===== config.mk =====
export PLATFORM = sky130hd
export DESIGN_NAME = dmem_arbiter_flat
export DESIGN_NICKNAME = d
export VERILOG_FILES = /design/src/rtl/dmem_arbiter_if.sv /design/src/rtl/dmem_arbiter.sv /design/src/flat_wrapper.sv
export SDC_FILE = /design/constraint.sdc
export NUM_CORES = 1
export LEC_CHECK = 0
export BUFFER_PORTS_ARGS = -buffer_cell sky130_fd_sc_hd__buf_2
export CAP_MARGIN = 25
export CORE_AREA = 2 2 228 230
export DETAILED_ROUTE_END_ITERATION = 12
export DIE_AREA = 0 0 230 232
export PLACE_DENSITY = 0.65
export SYNTH_ARGS = -nofsm -noshare
export SYNTH_HDL_FRONTEND = slang
export SYNTH_SLANG_ARGS = --single-unit

===== constraint.sdc =====
create_clock -name clk -period 22.2 [get_ports clk]
set_clock_uncertainty 0.15 [all_clocks]
set_input_delay 4.44 -clock clk [delete_from_list [all_inputs] [get_ports clk]]
set_output_delay 4.44 -clock clk [all_outputs]
set_load 0.05 [all_outputs]

===== src/rtl/dmem_arbiter_if.sv =====
// Requester, response and Data_Memory signals of the two-port data-memory arbiter.
// The arbiter uses the slave view; the requesters and memory model use the master view.
interface dmem_arbiter_if;
    // core requester
    logic        c_req;
    logic        c_we;
    logic [63:0] c_addr;
    logic [63:0] c_wdata;
    logic        c_gnt;
    logic        c_rvalid;
    logic [63:0] c_rdata;
    // loader requester
    logic        l_req;
    logic        l_we;
    logic [63:0] l_addr;
    logic [63:0] l_wdata;
    logic        l_gnt;
    logic        l_rvalid;
    logic [63:0] l_rdata;
    // Data_Memory side
    logic [63:0] m_addr;
    logic [63:0] m_wdata;
    logic        m_MemRead;
    logic        m_MemWrite;
    logic [63:0] m_rdata;
    // status
    logic        busy;

    modport slave (
        input  c_req, c_we, c_addr, c_wdata,
        input  l_req, l_we, l_addr, l_wdata,
        input  m_rdata,
        output c_gnt, c_rvalid, c_rdata,
        output l_gnt, l_rvalid, l_rdata,
        output m_addr, m_wdata, m_MemRead, m_MemWrite,
        output busy
    );

    modport master (
        output c_req, c_we, c_addr, c_wdata,
        output l_req, l_we, l_addr, l_wdata,
        output m_rdata,
        input  c_gnt, c_rvalid, c_rdata,
        input  l_gnt, l_rvalid, l_rdata,
        input  m_addr, m_wdata, m_MemRead, m_MemWrite,
        input  busy
    );
endinterface


===== src/rtl/dmem_arbiter.sv =====
// Two-requester (core, loader) arbiter in front of a single Data_Memory port.
// One transaction at a time: IDLE samples requests, ISSUE drives the memory
// strobe for one cycle, WAIT covers the memory latency for loads, RESP returns
// the load data. Ties are broken round-robin; every output is a flop.
module dmem_arbiter #(
    parameter int MEM_LAT = 1
) (
    input  logic           clk,
    input  logic           reset,
    dmem_arbiter_if.slave  bus
);

    typedef enum logic [1:0] {
        ST_IDLE  = 2'd0,
        ST_ISSUE = 2'd1,
        ST_WAIT  = 2'd2,
        ST_RESP  = 2'd3
    } state_e;

    // Counter start value for WAIT; unused when there is no latency.
    localparam logic [1:0] LAT_M1 = (MEM_LAT > 0) ? 2'(MEM_LAT - 1) : 2'd0;

    // Encoding of requester ids: 0 = core, 1 = loader.
    localparam logic ID_CORE   = 1'b0;
    localparam logic ID_LOADER = 1'b1;

    state_e      state_q, state_d;
    logic        win_q, win_d;       // id of the requester owning the transaction
    logic        we_q, we_d;
    logic [63:0] addr_q, addr_d;
    logic [63:0] wdata_q, wdata_d;
    logic [1:0]  cnt_q, cnt_d;
    logic        prio_q, prio_d;     // id that wins the next tie
    logic        arb_win_s;

    logic        c_gnt_q, c_gnt_d;
    logic        l_gnt_q, l_gnt_d;
    logic        c_rvalid_q, c_rvalid_d;
    logic        l_rvalid_q, l_rvalid_d;
    logic [63:0] c_rdata_q, c_rdata_d;
    logic [63:0] l_rdata_q, l_rdata_d;
    logic [63:0] m_addr_q, m_addr_d;
    logic [63:0] m_wdata_q, m_wdata_d;
    logic        m_rd_q, m_rd_d;
    logic        m_wr_q, m_wr_d;
    logic        busy_q, busy_d;

    // Pick the winner among the current requests; a tie goes to the priority holder.
    always_comb begin
        if (bus.c_req && bus.l_req) begin
            arb_win_s = prio_q;
        end else if (bus.l_req) begin
            arb_win_s = ID_LOADER;
        end else begin
            arb_win_s = ID_CORE;
        end
    end

    // Next-state and transaction-latch logic.
    always_comb begin
        state_d = state_q;
        win_d   = win_q;
        we_d    = we_q;
        addr_d  = addr_q;
        wdata_d = wdata_q;
        cnt_d   = cnt_q;
        prio_d  = prio_q;
        case (state_q)
            ST_IDLE: begin
                if (bus.c_req || bus.l_req) begin
                    state_d = ST_ISSUE;
                    win_d   = arb_win_s;
                    if (arb_win_s == ID_LOADER) begin
                        we_d    = bus.l_we;
                        addr_d  = bus.l_addr;
                        wdata_d = bus.l_wdata;
                    end else begin
                        we_d    = bus.c_we;
                        addr_d  = bus.c_addr;
                        wdata_d = bus.c_wdata;
                    end
                end else begin
                    state_d = ST_IDLE;
                end
            end
            ST_ISSUE: begin
                // The requester just served loses the next tie.
                prio_d = ~win_q;
                if (we_q) begin
                    state_d = ST_IDLE;
                end else if (MEM_LAT == 0) begin
                    state_d = ST_RESP;
                end else begin
                    state_d = ST_WAIT;
                    cnt_d   = LAT_M1;
                end
            end
            ST_WAIT: begin
                if (cnt_q == 2'd0) begin
                    state_d = ST_RESP;
                end else begin
                    cnt_d = cnt_q - 2'd1;
                end
            end
            ST_RESP: begin
                state_d = ST_IDLE;
            end
            default: begin
                state_d = ST_IDLE;
            end
        endcase
    end

    // Output values for the coming cycle, derived from the next state so they can be registered.
    always_comb begin
        c_gnt_d    = (state_d == ST_ISSUE) && (win_d == ID_CORE);
        l_gnt_d    = (state_d == ST_ISSUE) && (win_d == ID_LOADER);
        m_rd_d     = (state_d == ST_ISSUE) && !we_d;
        m_wr_d     = (state_d == ST_ISSUE) && we_d;
        c_rvalid_d = (state_d == ST_RESP) && (win_d == ID_CORE);
        l_rvalid_d = (state_d == ST_RESP) && (win_d == ID_LOADER);
        busy_d     = (state_d != ST_IDLE);
        if (state_d == ST_ISSUE) begin
            m_addr_d  = addr_d;
            m_wdata_d = wdata_d;
        end else begin
            m_addr_d  = m_addr_q;
            m_wdata_d = m_wdata_q;
        end
        // Entering RESP is the sampling point for memory read data.
        if (c_rvalid_d) begin
            c_rdata_d = bus.m_rdata;
        end else begin
            c_rdata_d = c_rdata_q;
        end
        if (l_rvalid_d) begin
            l_rdata_d = bus.m_rdata;
        end else begin
            l_rdata_d = l_rdata_q;
        end
    end

    // State register.
    always_ff @(posedge clk or posedge reset) begin
        if (reset) begin
            state_q <= ST_IDLE;
        end else begin
            state_q <= state_d;
        end
    end

    // Transaction latch, latency counter and round-robin pointer.
    always_ff @(posedge clk or posedge reset) begin
        if (reset) begin
            win_q   <= ID_CORE;
            we_q    <= 1'b0;
            addr_q  <= 64'd0;
            wdata_q <= 64'd0;
            cnt_q   <= 2'd0;
            prio_q  <= ID_CORE;
        end else begin
            win_q   <= win_d;
            we_q    <= we_d;
            addr_q  <= addr_d;
            wdata_q <= wdata_d;
            cnt_q   <= cnt_d;
            prio_q  <= prio_d;
        end
    end

    // Registered outputs.
    always_ff @(posedge clk or posedge reset) begin
        if (reset) begin
            c_gnt_q    <= 1'b0;
            l_gnt_q    <= 1'b0;
            c_rvalid_q <= 1'b0;
            l_rvalid_q <= 1'b0;
            c_rdata_q  <= 64'd0;
            l_rdata_q  <= 64'd0;
            m_addr_q   <= 64'd0;
            m_wdata_q  <= 64'd0;
            m_rd_q     <= 1'b0;
            m_wr_q     <= 1'b0;
            busy_q     <= 1'b0;
        end else begin
            c_gnt_q    <= c_gnt_d;
            l_gnt_q    <= l_gnt_d;
            c_rvalid_q <= c_rvalid_d;
            l_rvalid_q <= l_rvalid_d;
            c_rdata_q  <= c_rdata_d;
            l_rdata_q  <= l_rdata_d;
            m_addr_q   <= m_addr_d;
            m_wdata_q  <= m_wdata_d;
            m_rd_q     <= m_rd_d;
            m_wr_q     <= m_wr_d;
            busy_q     <= busy_d;
        end
    end

    assign bus.c_gnt      = c_gnt_q;
    assign bus.l_gnt      = l_gnt_q;
    assign bus.c_rvalid   = c_rvalid_q;
    assign bus.l_rvalid   = l_rvalid_q;
    assign bus.c_rdata    = c_rdata_q;
    assign bus.l_rdata    = l_rdata_q;
    assign bus.m_addr     = m_addr_q;
    assign bus.m_wdata    = m_wdata_q;
    assign bus.m_MemRead  = m_rd_q;
    assign bus.m_MemWrite = m_wr_q;
    assign bus.busy       = busy_q;

endmodule


===== src/flat_wrapper.sv =====
// flat-port wrapper written by rule: the top's interface ports become plain ports
module dmem_arbiter_flat 
#(
    parameter int MEM_LAT = 1
)
  (clk, reset, bus_c_req, bus_c_we, bus_c_addr, bus_c_wdata, bus_l_req, bus_l_we, bus_l_addr, bus_l_wdata, bus_m_rdata, bus_c_gnt, bus_c_rvalid, bus_c_rdata, bus_l_gnt, bus_l_rvalid, bus_l_rdata, bus_m_addr, bus_m_wdata, bus_m_MemRead, bus_m_MemWrite, bus_busy);
  dmem_arbiter_if bus_i ();
  input  logic clk;
  input  logic reset;
  input wire logic [$bits(bus_i.c_req)-1:0] bus_c_req;
  input wire logic [$bits(bus_i.c_we)-1:0] bus_c_we;
  input wire logic [$bits(bus_i.c_addr)-1:0] bus_c_addr;
  input wire logic [$bits(bus_i.c_wdata)-1:0] bus_c_wdata;
  input wire logic [$bits(bus_i.l_req)-1:0] bus_l_req;
  input wire logic [$bits(bus_i.l_we)-1:0] bus_l_we;
  input wire logic [$bits(bus_i.l_addr)-1:0] bus_l_addr;
  input wire logic [$bits(bus_i.l_wdata)-1:0] bus_l_wdata;
  input wire logic [$bits(bus_i.m_rdata)-1:0] bus_m_rdata;
  output wire logic [$bits(bus_i.c_gnt)-1:0] bus_c_gnt;
  output wire logic [$bits(bus_i.c_rvalid)-1:0] bus_c_rvalid;
  output wire logic [$bits(bus_i.c_rdata)-1:0] bus_c_rdata;
  output wire logic [$bits(bus_i.l_gnt)-1:0] bus_l_gnt;
  output wire logic [$bits(bus_i.l_rvalid)-1:0] bus_l_rvalid;
  output wire logic [$bits(bus_i.l_rdata)-1:0] bus_l_rdata;
  output wire logic [$bits(bus_i.m_addr)-1:0] bus_m_addr;
  output wire logic [$bits(bus_i.m_wdata)-1:0] bus_m_wdata;
  output wire logic [$bits(bus_i.m_MemRead)-1:0] bus_m_MemRead;
  output wire logic [$bits(bus_i.m_MemWrite)-1:0] bus_m_MemWrite;
  output wire logic [$bits(bus_i.busy)-1:0] bus_busy;
  assign bus_i.c_req = bus_c_req;
  assign bus_i.c_we = bus_c_we;
  assign bus_i.c_addr = bus_c_addr;
  assign bus_i.c_wdata = bus_c_wdata;
  assign bus_i.l_req = bus_l_req;
  assign bus_i.l_we = bus_l_we;
  assign bus_i.l_addr = bus_l_addr;
  assign bus_i.l_wdata = bus_l_wdata;
  assign bus_i.m_rdata = bus_m_rdata;
  assign bus_c_gnt = bus_i.c_gnt;
  assign bus_c_rvalid = bus_i.c_rvalid;
  assign bus_c_rdata = bus_i.c_rdata;
  assign bus_l_gnt = bus_i.l_gnt;
  assign bus_l_rvalid = bus_i.l_rvalid;
  assign bus_l_rdata = bus_i.l_rdata;
  assign bus_m_addr = bus_i.m_addr;
  assign bus_m_wdata = bus_i.m_wdata;
  assign bus_m_MemRead = bus_i.m_MemRead;
  assign bus_m_MemWrite = bus_i.m_MemWrite;
  assign bus_busy = bus_i.busy;
  dmem_arbiter #(.MEM_LAT(MEM_LAT)) u_core (.clk(clk), .reset(reset), .bus(bus_i));
endmodule

After elaboration in Yosys (flattened, before gate mapping)
Index checks and enable logic that the tools add are counted.

Add/sub/neg operators: 1. Equal/unequal tests: 7. Multiplexer cells: 20. Bitwise logic cells: 2. Reductions and logical operators: 14.

Operator list (number): $mux 64 (6); $mux 1 (8); $mux 2 (4); $pmux 2 s4 (1); $logic_and 1x1->1 (7); $eq 2x2->1 const B (3); $eq 2x1->1 const B (2); $logic_not 2->1 (2); $ne 2x2->1 const B (2); $pmux 2 s2 (1); $reduce_bool 2->1 (2); $reduce_and 3->1 (1); $not 1->1 (2); $sub 2x1->2 const B (1); $logic_not 1->1 (1); $logic_or 1x1->1 (1).

Bits in registers: 398. Bits of input ports: 326. Output and inout port bits: 263. Word-level logic and storage cells: 62.

Longest topological paths before layout
Gate-level depths: netlist of the first run.

Word-level depth: 7. Mapped depth: 10. Gate-level depth less buffers: 6.

Worst setup path before layout of the first run
OpenSTA, ideal clock, no wires.

Path kind: input to register. Start: input bus_c_req. End: register u_core.l_rdata_q[10] (netlist: u_core.bus.l_rdata[10]). Setup time: 0.125 ns. Data arrival time: 5.900 ns. Data required time: 21.925 ns. Slack: 16.025 ns. Stages: 7. Path buffers: 3. Cell sequence: buf_2 -> nor2b_4 -> o221ai_4 -> or3b_1 -> buf_6 -> buf_6 -> mux2_4.

Longest elaborated chain between the ends: 5. Elaborated cells on any way between the ends: 9. Those cells by class: 1 x eq/ne; 5 x mux; 3 x reduce/logical.

RTL lines: start: declaration (line flat_wrapper.sv:10) `input wire logic [$bits(bus_i.c_req)-1:0] bus_c_req;`; $logic_and 1x1->1 (line dmem_arbiter.sv:50) `if (bus.c_req && bus.l_req) begin`; $mux 1 (line dmem_arbiter.sv:50); $mux 1 * (line dmem_arbiter.sv:70) `if (bus.c_req || bus.l_req) begin`; $mux 1 * (line dmem_arbiter.sv:68) `case (state_q)`; net u_core.win_d (line dmem_arbiter.sv:28) `logic win_q, win_d;`; $logic_and 1x1->1 * (line dmem_arbiter.sv:121) `l_rvalid_d = (state_d == ST_RESP) && (win_d == ID_LOADER);`; end signal: assignment (line dmem_arbiter.sv:191) `l_rdata_q <= l_rdata_d;`; end: declaration (line dmem_arbiter.sv:41) `logic [63:0] l_rdata_q, l_rdata_d;`.

Mark *: on every way through the listed nets, which the timed path passes. The rest lies on a longest branch. A chain may end at the register's enable or synchronous reset.

Worst setup path after layout of the first run
Start: input bus_c_req. End: register u_core.l_rdata_q[59] (netlist: u_core.bus.l_rdata[59]).

Same word-level chain as after synthesis.

==> run_results.csv, run 1 <==
group,metric,value,unit
worst_hold_path,holdCritStartpoint,"u_core.win_q$_DFF_PP0_",
logic_synthesis,yosys-top-cells-area,"dfrtp_1 (54%), mux2_2 (13%), o221a_2 (7.8%), a21oi_1 (7.0%), nor2_1 (5.3%)",
power,swShare,46.6,%
clock_network,clk_pin_slew,60,ps
power,clkPwrFrac,15.9,%
detailed_routing,vias,14800,
cells_and_area,drive_gt1_share,49.3,%
setup_path,critPathKind,"in2reg",
clock_network,post_cts_buffers,0,
worst_hold_path,hp-class,"reg2reg",
grt,grt_use_total,20.3,%
place,dpl-instance-area,21800,µm²
worst_hold_path,min_delay_path_depth,1,
detailed_routing,wl,55900,µm
setup_path,r2r_end,"u_core.bus.m_addr[27]$_DFFE_PP0N_",
floorplanning,die_w,230,µm
sta,fin_crit_sh,35.9,%
logic_synthesis,yosys.area.top_type_share,54.1,%
logic_synthesis,yosysUniqueCellTypes,27,
setup_path,crit_path_end_kind,"flip-flop",
power,design_power_total,4.42,mW
cells_and_area,stdcell_area,23300,µm²
sta,setup_tns,0,ps
detailed_routing,drtAntennaViolNets,0,
logic_synthesis,synthCells,1601,
logic_synthesis,synth-seq-area-share,54.1,%
sta,setup_viol,0,
sta,period_needed,7970,ps
place,dp_hpwl,36700,µm
setup_path,rrSetupSlack,18360,ps
power,internal-power,2.36,mW
power,p_leak,10.9,nW
sta,slew_headroom,32.5,%
clock_network,cts_tree,"built",
floorplanning,core_area,50900,µm²
clock_network,cts_sinks,398,
detailed_routing,wire_per_inst,19.7,µm
clock_network,clock_latency,560,ps
sta,drv_slew,0,
cells_and_area,area_growth,26.6,%
power,powerDensity,190,nW/µm²
worst_hold_path,whs_endpoint,"u_core.prio_q$_DFFE_PP0N_",
detailed_routing,drt-pass1-iter-count,5,
clock_network,h-tree-depth,2,
grt,grt_max_degree,120,
power,ir_drop,113,µV
clock_network,numCtsBuffers,44,
logic_synthesis,synth_fp_nets,1933,
sta,worst_slew_pin_slew,1010,ps
setup_path,r2r_start,"u_core.state_q[0]$_DFF_PP0_",
detailed_routing,drc,0,
place,portBuffers,588,
setup_path,reg2reg_depth,6,
grt,grt_pass1_wl,86100,µm
place,gp_congestion,0.873,
cells_and_area,layout.nets,2458,
floorplanning,ios,589,
job,drv_cap,0,
detailed_routing,via_per_inst,5.20,
grt,antenna_found_initial,15,
cells_and_area,multiInputGateArea,7890,µm²
grt,grt_pass1_vias,15300,
setup_path,worst_ep_required_time,22490,ps
logic_synthesis,syn_area,18400,µm²
floorplanning,die_h,232,µm
place,placed_cells,2757,
logic_synthesis,synth_area_per_cell,11.5,µm²
setup_path,cp_data_arrival_time,8250,ps
cells_and_area,stdcell_count,2841,
floorplanning,dieArea,53400,µm²
floorplanning,num_rows,83,
cells_and_area,regArea,9960,µm²
grt,grt_overflow_total,0,
setup_path,crit_fanout,110,
clock_network,cts_resized,0,
setup_path,cp-start-kind,"input port",
logic_synthesis,synth_seq_cells,398,
sta,fmaxAchievable,0.126,GHz
floorplanning,start_util,36.2,%
sta,finalHoldViolations,0,
logic_synthesis,yosys_warnings,0,
status,status,"finished clean",
logic_synthesis,synth.largest_area_cell,"dfrtp_1",
clock_network,ctsRootBufferMaster,"clkbuf_16",
sta,rsz0062_at_grt,"false",
clock_network,cts_buffer_depth,3,
power,p_seq_share,29.0,%
clock_network,ctsHoldBuffers,0,
cells_and_area,fillers,4709,
power,power.switching,2.06,mW
power,p_comb_share,55.1,%
detailed_routing,dr.first_iter.drc_count,914,
## power by group through the flow
stage | logic (mW) | registers, mW | clock network, mW
detailed placement | 2.44 | 1.28 | 0
CTS | 2.45 | 1.28 | 0.724
floorplan | 1.08 | 2.07 | 0
global placement | 2.39 | 1.27 | 0
global route | 2.59 | 1.32 | 0.750
finish | 2.44 | 1.28 | 0.704
## cell type report
type / instances / area share [%]
Antenna cell: 12 / 0.129
Tap cell: 680 / 3.65
Clock buffer: 61 / 5.39
Clock inverter: 8 / 0.398
Timing Repair Buffer: 608 / 13.6
Multi-Input combinational cell: 1065 / 33.9
Sequential cell: 398 / 42.8
Inverter: 9 / 0.177
## cells in the mapped netlist
library cell  count
a21boi_0          1
a21oi_1         258
a32o_1            1
and3_1            1
buf_1            11
buf_2            27
buf_6             6
clkbuf_1         85
dfrtp_1         398
ha_1              6
inv_1             9
mux2_2          207
mux2_4           49
nand2_1           7
nand2b_1          3
nand3_1           1
nand3b_1          1
nor2_1          260
nor2b_1         131
nor2b_4           1
nor3_1            1
o21a_1            1
o21ai_0           5
o21bai_1          1
o221a_2         128
o221ai_4          1
or3b_1            1
## cells in the final DEF, fill, tap and decap left out, types with 5 or more instances in the layout
cell type,Yosys,layout
diode_2,0,12
clkbuf_8,0,8
inv_1,9,8
dfrtp_1,398,398
nor2b_1,131,131
nand2_1,7,6
a21oi_1,258,258
o21ai_0,5,5
clkbuf_1,85,9
mux2_4,49,49
nor2_1,260,260
ha_1,6,5
o221a_2,128,128
clkbuf_16,0,45
buf_2,27,586
clkinv_2,0,5
buf_4,0,17
mux2_2,207,207
## cells by family after synthesis
group	synth area share, %
muxes	16.7
and+or+nand+nor	10.3
buffers and inverters	3.24
DFF	54.1
AOI/OAI and AO/OA	15.3
adders and majority gates	0.408
## flip-flops by register name, summed over array words and instances, names as in the netlist, 2 cells and up
name / cells
u_core.bus.m_wdata: 64
u_core.bus.c_rdata: 64
u_core.bus.m_addr: 64
u_core.addr_q: 64
u_core.wdata_q: 64
u_core.cnt_q: 2
u_core.state_q: 2
u_core.bus.l_rdata: 64
## routing by layer
metal / wire, µm / share of wire (%) / vias to the layer above / global-route usage (%)
li1: - / - / 6756 / -
met1: 22700 / 41 / 7409 / 24.7
met2: 27700 / 50 / 470 / 34.6
met3: 3120 / 5.6 / 135 / 4.43
met4: 2280 / 4.1 / 10 / 9.19
met5: 71 / 0.13 / - / 0
## worst max path at each step
| stage | from | to | slack [ps] | depth (start not counted) |
|---|---|---|---|---|
| 5_1_grt | bus_c_req | u_core.bus.l_rdata[62]$_DFFE_PP0P_ | 13990 | 9 |
| 3_3_place_gp | bus_c_req | u_core.bus.l_rdata[59]$_DFFE_PP0P_ | 13470 | 8 |
| 3_5_place_dp | bus_c_req | u_core.bus.l_rdata[59]$_DFFE_PP0P_ | 13630 | 9 |
| 4_1_cts | bus_c_req | u_core.bus.l_rdata[59]$_DFFE_PP0P_ | 14230 | 9 |
| 2_1_floorplan | reset | u_core.addr_q[0]$_DFF_PP0_ | 6540 | 1 |
| 6_report | bus_c_req | u_core.bus.l_rdata[59]$_DFFE_PP0P_ | 14230 | 9 |
## through the flow
step                util, %  hold slack, ps  setup slack (ps)
floorplan                 -             290              6540
global placement       42.9             313             13470
detailed placement     42.9             325             13630
CTS                    45.6             341             14230
global route           45.8             359             13990
finish                 45.8             335             14230
## critical path: stages
cell      delay, ps
clkbuf_8        510
buf_4           750
nor2b_4         270
buf_4           510
o221ai_4        250
or3b_4          270
buf_4           410
buf_16          320
mux2_2          370
No activity file was read; power rests on OpenSTA's default activity.
==> run 2: changes to the inputs <==
ABC_AREA = 1   (was default)
CORE_AREA = 2 2 227 229   (was 2 2 228 230)
DIE_AREA = 0 0 229 231   (was 0 0 230 232)
PLACE_DENSITY = 0.64   (was 0.65)
clock period = 7.9 ns   (was 22.2 ns; I/O delays follow)
==> run_results.csv, run 2 <==
group,metric,value,unit
cells_and_area,layout_common_cells,"nand2_1 (782), buf_2 (587), nand3_1 (453)",
setup_path,cp-start-kind,"input port",
setup_path,cp_data_arrival_time,4510,ps
logic_synthesis,synth-seq-area-share,55.9,%
grt,antenna_found_initial,2,
logic_synthesis,synth_fa_ha_area_share,0.421,%
grt,grt_pass1_vias,15900,
place,gp_congestion,0.914,
status,status,"finished clean",
sta,finalHoldViolations,0,
floorplanning,dieArea,52900,µm²
floorplanning,die_w,229,µm
logic_synthesis,synth_top_family_by_area,"simple AND/OR/NAND/NOR gates",
sta,setup_tns,0,ps
place,dp_hpwl,38800,µm
detailed_routing,drt-pass1-iter-count,5,
detailed_routing,vias,16200,
floorplanning,ios,589,
logic_synthesis,synth_common_cells,"nand2_1 (784), nand3_1 (453), dfrtp_1 (398)",
logic_synthesis,syn_area,17800,µm²
cells_and_area,drive_gt1_share,25.5,%
cells_and_area,stdcell_count,3363,
power,powerDensity,515,nW/µm²
detailed_routing,dr.first_iter.drc_count,1269,
clock_network,ctsHoldBuffers,0,
logic_synthesis,synth-compound-area-share,2.04,%
setup_path,crit_fanout,95,
logic_synthesis,yosysUniqueCellTypes,21,
logic_synthesis,synthCells,2137,
cells_and_area,layout.nets,2978,
setup_path,critPathKind,"in2reg",
sta,rsz0062_at_grt,"false",
logic_synthesis,yosys-top-cells-area,"dfrtp_1 (56%), nand2_1 (17%), nand3_1 (13%), and2_1 (4.5%), inv_1 (3.0%)",
clock_network,cts_buffer_depth,3,
place,portBuffers,588,
sta,period_needed,4210,ps
clock_network,ctsRootBufferMaster,"clkbuf_16",
sta,fin_crit_sh,53.3,%
clock_network,clk_pin_slew,60,ps
clock_network,post_cts_buffers,0,
cells_and_area,area_growth,25.9,%
setup_path,worst_ep_required_time,8200,ps
floorplanning,start_util,35.2,%
worst_hold_path,hp-class,"reg2reg",
logic_synthesis,synth_fp_nets,2469,
logic_synthesis,ys.flop_type,"dfrtp_1",
logic_synthesis,synth_area_per_cell,8.34,µm²
clock_network,clock_latency,560,ps
power,p_leak,12.3,nW
sta,drv_slew,0,
logic_synthesis,yosys_warnings,0,
floorplanning,die_h,231,µm
sta,fmaxAchievable,0.237,GHz
grt,grt_use_total,21.0,%
logic_synthesis,synthSimpleGateAreaFrac,34.1,%
power,design_power_total,11.5,mW
power,ir_drop,280,µV
sta,setup_viol,0,
logic_synthesis,synthMuxAreaShare,0,%
clock_network,cts_sinks,398,
logic_synthesis,synth.largest_area_cell,"dfrtp_1",
clock_network,numCtsBuffers,43,
logic_synthesis,yosys.area.top_type_share,55.9,%
detailed_routing,wl,57200,µm
sta,hold_ws,312,ps
detailed_routing,wire_per_inst,17.0,µm
clock_network,h-tree-depth,2,
logic_synthesis,yosys.area_share.xor_xnor,0,%
detailed_routing,drc,0,
logic_synthesis,synth_edf_count,0,
clock_network,cts_tree,"built",
clock_network,cts_resized,0,
setup_path,crit_path_end_kind,"flip-flop",
logic_synthesis,synth_seq_cells,398,
grt,grt_max_degree,188,
grt,grt_pass1_wl,88300,µm
detailed_routing,drtAntennaViolNets,0,
grt,grt_overflow_total,0,
cells_and_area,final_common_cell,"nand2_1",
cells_and_area,fillers,5133,
sta,slew_headroom,25.5,%
floorplanning,core_area,50700,µm²
logic_synthesis,async_reset_ff_share,100,%
job,drv_cap,0,
floorplanning,num_rows,83,
sta,worst_slew_pin_slew,1120,ps
detailed_routing,via_per_inst,4.81,
logic_synthesis,yosysMostFrequentCell,"nand2_1",
place,placed_cells,3280,
==> run 2: changes by cell type in the layout (fill, tap and decap cells not counted), sizes merged, moves of 4 or more <==
| cell | change |
|---|---|
| diode | -8 |
| and2 | +128 |
| nor2b | -132 |
| nand2 | +781 |
| clkinv | +4 |
| inv | +137 |
| nand3 | +453 |
| a21oi | -255 |
| nor2 | -253 |
| mux2 | -256 |
| o221a | -128 |
| o21ai | +61 |
==> run 2: path summary, 6_finish.rpt <==
check / start / to / slack [ps] / cells after the start
hold / removal: u_core.bus.l_rdata[42]$_DFFE_PP0P_ / u_core.bus.l_rdata[42]$_DFFE_PP0P_ / 310 / 2
max in group asynchronous: reset / u_core.wdata_q[17]$_DFF_PP0_ / 4990 / 4
hold reg to reg: u_core.bus.l_rdata[42]$_DFFE_PP0P_ / u_core.bus.l_rdata[42]$_DFFE_PP0P_ / 310 / 2
min in group asynchronous: reset / u_core.wdata_q[3]$_DFF_PP0_ / 1040 / 2
setup reg to reg: u_core.prio_q$_DFFE_PP0N_ / u_core.bus.m_addr[61]$_DFFE_PP0N_ / 4430 / 9
setup / recovery: bus_c_req / u_core.bus.m_addr[61]$_DFFE_PP0N_ / 3690 / 9
==> run 2: critical path, stage by stage <==
cell	delay (ps)
buf_2	140
nand2_4	290
buf_4	790
nand2_4	460
buf_4	510
nand2_1	180
nand3_1	150
nand3_1	160
nand2_1	70
==> run 2: kinds of logic (layout without fill, tap and decap cells) <==
kind of cell               Yosys count  count (layout)
AOI/OAI and AO/OA                   70              70
adders and majority gates            6               6
DFF                                398             398
other                                0               4
and+or+nand+nor                   1377            1377
buffers and inverters              286             828
==> run 2: where the power goes <==
part / leakage (nW) / internal, mW / switching, mW
combinational: 6.85 / 1.43 / 4.65
clock: 0.691 / 1.17 / 0.825
sequential: 4.76 / 3.04 / 0.424
==> run 2: metal layers <==
metal  up-vias  share of wire [%]  track usage, %  wire length (µm)
met5         -                  0               0                 0
met2       577                 47            34.0             27000
met4         0                4.1            9.09              2320
met3       132                6.8            4.97              3900
met1      7688                 42            26.9             24000
li1       7768                  -               -                 -
==> run 2: through the flow <==
stage          instance area (µm²)  setup slack (ps)  util, %
6_report                     22400              3690     44.3
5_1_grt                      22400              3480     44.3
4_1_cts                      22400              3720     44.2
3_5_place_dp                 21000              3120     41.5
3_3_place_gp                 21000              3240     41.5
2_1_floorplan                17800               812        -
==> run 2: final cells by class <==
cell class	count	area (µm²)	share of cell area [%]
flip-flops and latches	398	9960	44.4
multi-input cells	1453	6550	29.2
repair buffers	605	3120	13.9
clock buffers	65	1260	5.62
well taps	680	851	3.79
inverters	145	551	2.45
clock inverters	13	134	0.597
diodes	4	10.0	0.0446
